==> src/rtl/dmem_port_arbiter.sv <==
// Two-port arbiter in front of the single-port data memory.
// CPU has priority; the aux port is forced through after MAX_WAIT lost rounds.
module dmem_port_arbiter #(
  parameter int ADDR_W   = 14,
  parameter int DATA_W   = 32,
  parameter int MAX_WAIT = 4
) (
  input  logic              clock,
  input  logic              rst,
  input  logic              cpu_req,
  input  logic              cpu_we,
  input  logic [ADDR_W-1:0] cpu_addr,
  input  logic [DATA_W-1:0] cpu_wdata,
  output logic [DATA_W-1:0] cpu_rdata,
  output logic              cpu_ack,
  input  logic              aux_req,
  input  logic              aux_we,
  input  logic [ADDR_W-1:0] aux_addr,
  input  logic [DATA_W-1:0] aux_wdata,
  output logic [DATA_W-1:0] aux_rdata,
  output logic              aux_ack,
  output logic              ram_en,
  output logic              ram_wen,
  output logic [ADDR_W-1:0] ram_adr,
  output logic [DATA_W-1:0] ram_wdat,
  input  logic [DATA_W-1:0] ram_rdat,
  output logic              busy
);

  typedef enum logic [1:0] {
    S_IDLE,
    S_ACCESS,
    S_WAIT,
    S_ACK
  } state_e;

  localparam logic [3:0] MAX_W = 4'(MAX_WAIT);

  state_e            state_q, state_d;
  logic [3:0]        wait_q, wait_d;
  logic              grant, grant_aux;
  logic              owner_q;
  logic              we_q;
  logic [ADDR_W-1:0] addr_q;
  logic [DATA_W-1:0] wdata_q;
  logic [DATA_W-1:0] cpu_rd_q;
  logic [DATA_W-1:0] aux_rd_q;

  always_ff @(posedge clock or negedge rst) begin
    if (!rst) begin
      state_q <= S_IDLE;
      wait_q  <= '0;
    end else begin
      state_q <= state_d;
      wait_q  <= wait_d;
    end
  end

  always_comb begin
    state_d   = state_q;
    wait_d    = wait_q;
    grant     = 1'b0;
    grant_aux = 1'b0;
    unique case (state_q)
      S_IDLE: begin
        if (aux_req && (!cpu_req || wait_q == MAX_W)) begin
          grant     = 1'b1;
          grant_aux = 1'b1;
          wait_d    = '0;
          state_d   = S_ACCESS;
        end else if (cpu_req) begin
          grant   = 1'b1;
          state_d = S_ACCESS;
          // Saturate so aux wins the very next contested round
          if (aux_req && wait_q != MAX_W)
            wait_d = wait_q + 4'd1;
        end
      end
      S_ACCESS: state_d = S_WAIT;
      S_WAIT:   state_d = S_ACK;
      S_ACK:    state_d = S_IDLE;
    endcase
  end

  always_ff @(posedge clock or negedge rst) begin
    if (!rst) begin
      owner_q  <= 1'b0;
      we_q     <= 1'b0;
      addr_q   <= '0;
      wdata_q  <= '0;
      cpu_rd_q <= '0;
      aux_rd_q <= '0;
    end else begin
      if (grant) begin
        owner_q <= grant_aux;
        we_q    <= grant_aux ? aux_we : cpu_we;
        addr_q  <= grant_aux ? aux_addr : cpu_addr;
        wdata_q <= grant_aux ? aux_wdata : cpu_wdata;
      end
      if (state_q == S_WAIT && !we_q) begin
        if (owner_q) aux_rd_q <= ram_rdat;
        else         cpu_rd_q <= ram_rdat;
      end
    end
  end

  always_comb begin
    ram_en  = (state_q == S_ACCESS);
    ram_wen = (state_q == S_ACCESS) && we_q;
    cpu_ack = (state_q == S_ACK) && !owner_q;
    aux_ack = (state_q == S_ACK) && owner_q;
    busy    = (state_q != S_IDLE);
  end

  // Latched request doubles as the memory-side hold register
  assign ram_adr   = addr_q;
  assign ram_wdat  = wdata_q;
  assign cpu_rdata = cpu_rd_q;
  assign aux_rdata = aux_rd_q;

endmodule
==> config.mk <==
export PLATFORM = sky130hd
export DESIGN_NAME = dmem_port_arbiter
export DESIGN_NICKNAME = d
export VERILOG_FILES = /design/src/rtl/dmem_port_arbiter.sv
export SDC_FILE = /design/constraint.sdc
export NUM_CORES = 1
export LEC_CHECK = 0
export CORE_ASPECT_RATIO = 1.2
export CORE_MARGIN = 5
export CORE_UTILIZATION = 40
export DETAILED_ROUTE_END_ITERATION = 10
export GPL_TIMING_DRIVEN = 0
export PLACE_DENSITY = 0.8
export SETUP_SLACK_MARGIN = 0.3
export SLEW_MARGIN = 20
export SYNTH_ARGS = -nofsm -noshare
export SYNTH_HDL_FRONTEND = slang
export SYNTH_SLANG_ARGS = --single-unit
==> constraint.sdc <==
create_clock -name clock -period 1.9 [get_ports clock]
set_input_delay 0.57 -clock clock [delete_from_list [all_inputs] [get_ports clock]]
set_output_delay 0.57 -clock clock [all_outputs]
set_load 0.01 [all_outputs]
==> run summary <==
Status = complete, but fails checks
Failing checks = setup timing
Slowest cell delay on critical path = 470 ps
Post-Syn Area = 4920 sq um
Antenna fix cells = 0
Data arrival time of the critical path = 1330 ps
Endpoints failing hold = 0
Die Height = 131 um
Final non-filler cell total = 817
Top_reg_cell synth = dfrtp_1
Root buffer cell = clkbuf_16
Setup TNS = -2.64 ps
TritonCTS Sinks = 118
Nets@finish = 780
Antenna-violating nets left = 0
GRT Resource Usage Total = 0.223
Final GP Congestion = 0.780
Vias = 4251
Layout cells sized above 1 = 0.474
Initial Util = 0.408
DRC Markers = 0
Most common cell after layout, fill and taps aside = clkdlybuf4s50_1
CTS tree = yes
Warnings, synthesis = 0
H-tree Lvls = 4
GRT overflow = 0
Crit Path Class = reg -> out
Number of synthesized flops with an enable pin = 0
RSZ-0062 raised after global routing = yes
Vias per Instance = 5.20
First-pass GRT wire length = 25700 um
Achievable clock frequency = 526 MHz
Final setup viols = 1
Rows = 44
Critical Path End Type = output pin
Final worst setup slack = -2.64 ps
WP data required = 1330 ps
Area Overhead vs Synth = 72.5%
Post-Route WL = 16800 um
R2R Path Start = state_q[0]$_DFFE_PN0P_
Die area = 14600 sq um
DP HPWL = 11300 um
Slowest cell on crit path = dfrtp_2
Max Cap Violations = 0
FILL cells = 845
Seq cells post-synth = 118
Clock Path Buffers = 2
Leak Pwr = 3.91 nW
PwrDens = 1720 nW/um^2
PortBufs = 243
Initial antenna violation count = 0
Power after layout = 14.6 mW
CTS clock-pin slew for the worst setup and hold paths = 60 ps
IO Count = 245
Worst VDD drop = 0.000711 V
CTS Buf Count = 17
Crit-path cells = ha_4, nor2b_1, buf_2
Relative slew slack = 0.621
Worst-Skew Late Latency = 410 ps
DP Cell Count = 746
Distinct cell type count after synthesis = 35
Core Area = 12100 sq um
Seq/Total Area, Yosys = 0.601
Syn_nets = 477
Vias in the first global route = 4711
Worst Setup SP = state_q[0]$_DFFE_PN0P_
Hold buffers post-CTS = 0
Post-synth ARST share = 1.00
Die width = 111 um
Slew @ Worst Pin = 569 ps
Starting DRT DRC Count = 113
Hold WC Path Type = in -> async
Max Slew Vio Count = 0
Crit path max fanout = 4
Synth Instances = 341
Iteration count of the initial detailed-routing pass = 4
Period utilization = 1.00
Most frequent cells in the layout = 126 x clkdlybuf4s50_1, 116 x dfrtp_1, 88 x buf_2, 48 x mux2_2, 47 x a221o_1
Wirelength per Cell = 20.5 um
Post-route clock skew = 12.7 ps
Minimum clock period = 1900 ps
Syn avg cell area = 14.4 sq um
Pin count of the biggest net entering global routing = 61
Critical Path Start Type = flip-flop
metal layers:
metal,track usage,up-vias,share of wire
li1,-,1875,-
met4,0.102,0,0.032
met2,0.396,215,0.53
met1,0.241,2128,0.37
met5,0,-,0
met3,0.0718,33,0.071
path summary, 6_finish.rpt:
path	to	slack (ps)	depth (start not counted)
max in group asynchronous	aux_rdata[22]$_DFFE_PN0P_	1070	2
hold reg to reg	aux_rdata[2]$_DFFE_PN0P_	490	1
setup / recovery	cpu_ack	-3	3
setup reg to reg	ram_adr[8]$_DFFE_PN0P_	70	8
min in group clock	aux_rdata[2]$_DFFE_PN0P_	490	1
hold / removal	ram_wdat[23]$_DFFE_PN0P_	130	1
cell type report:
cell class	instances	area, sq um	share of cell area
Buffer	22	284	0.0335
Clock buffer	19	443	0.0522
Clock inverter	12	130	0.0153
Inverter	5	21.3	0.00251
Multi-Input combinational cell	196	1990	0.235
Sequential cell	118	2960	0.348
Tap cell	161	201	0.0237
Timing Repair Buffer	284	2460	0.290
what timing repair did:
action | 4_1_cts | 5_1_grt
buffers inserted | 20 | 7
gates resized for setup | 484 | 81
endpoints found under the setup margin | 227 | 182
pin swaps | 70 | 5
gates cloned | 11 | 2
endpoints found under the hold margin | 0 | 0
power by group:
part / internal [mW] / switching [mW]
Sequential: 3.79 / 0.743
Clock: 1.95 / 1.15
Combinational: 4.04 / 2.90
Total: 9.78 / 4.80
metrics by stage:
step	utilization	setup WS (ps)	area (sq um)	hold WS, ps
global route	0.704	-34.9	8480	180
floorplan	-	289	4920	274
global placement	0.626	-4100	7550	475
detailed placement	0.629	-337	7580	481
finish	0.704	-2.64	8480	132
CTS	0.720	-17.3	8680	146
Yosys cell counts (2+ instances only):
cell	instances	area, sq um
dfrtp_1	118	2950
mux2_2	48	541
a221o_1	47	470
and2_1	40	250
mux2_1	18	203
buf_2	10	50.1
and2_0	9	56.3
buf_6	8	90.1
ha_1	6	75.1
inv_1	5	18.8
nand2_1	3	11.3
buf_4	2	15.0
clkbuf_1	2	7.51
nand2b_1	2	12.5
nand3_1	2	10.0
o21ai_0	2	10.0
critical path, delay by kind of cell (launching register included):
kind	cells	cell delay, ps
adders and majority gates	1	180
buffers and inverters	1	160
DFF	1	470
and+or+nand+nor	1	120
flip-flops by register name, indices dropped and copies added (netlist names):
name / cells
cpu_rdata: 32
state_q: 2
owner_q: 1
ram_wdat: 32
we_q: 1
wait_q: 4
ram_adr: 14
aux_rdata: 32
cell families after synthesis:
group                      count (synthesis)  share of synthesized area
adders and majority gates                  6                     0.0153
and+or+nand+nor                           67                     0.0860
AOI/OAI and AO/OA                         57                      0.110
DFF                                      118                      0.601
buffers and inverters                     27                     0.0369
muxes                                     66                      0.151
Note: power is estimated with default switching activity, not from simulation.
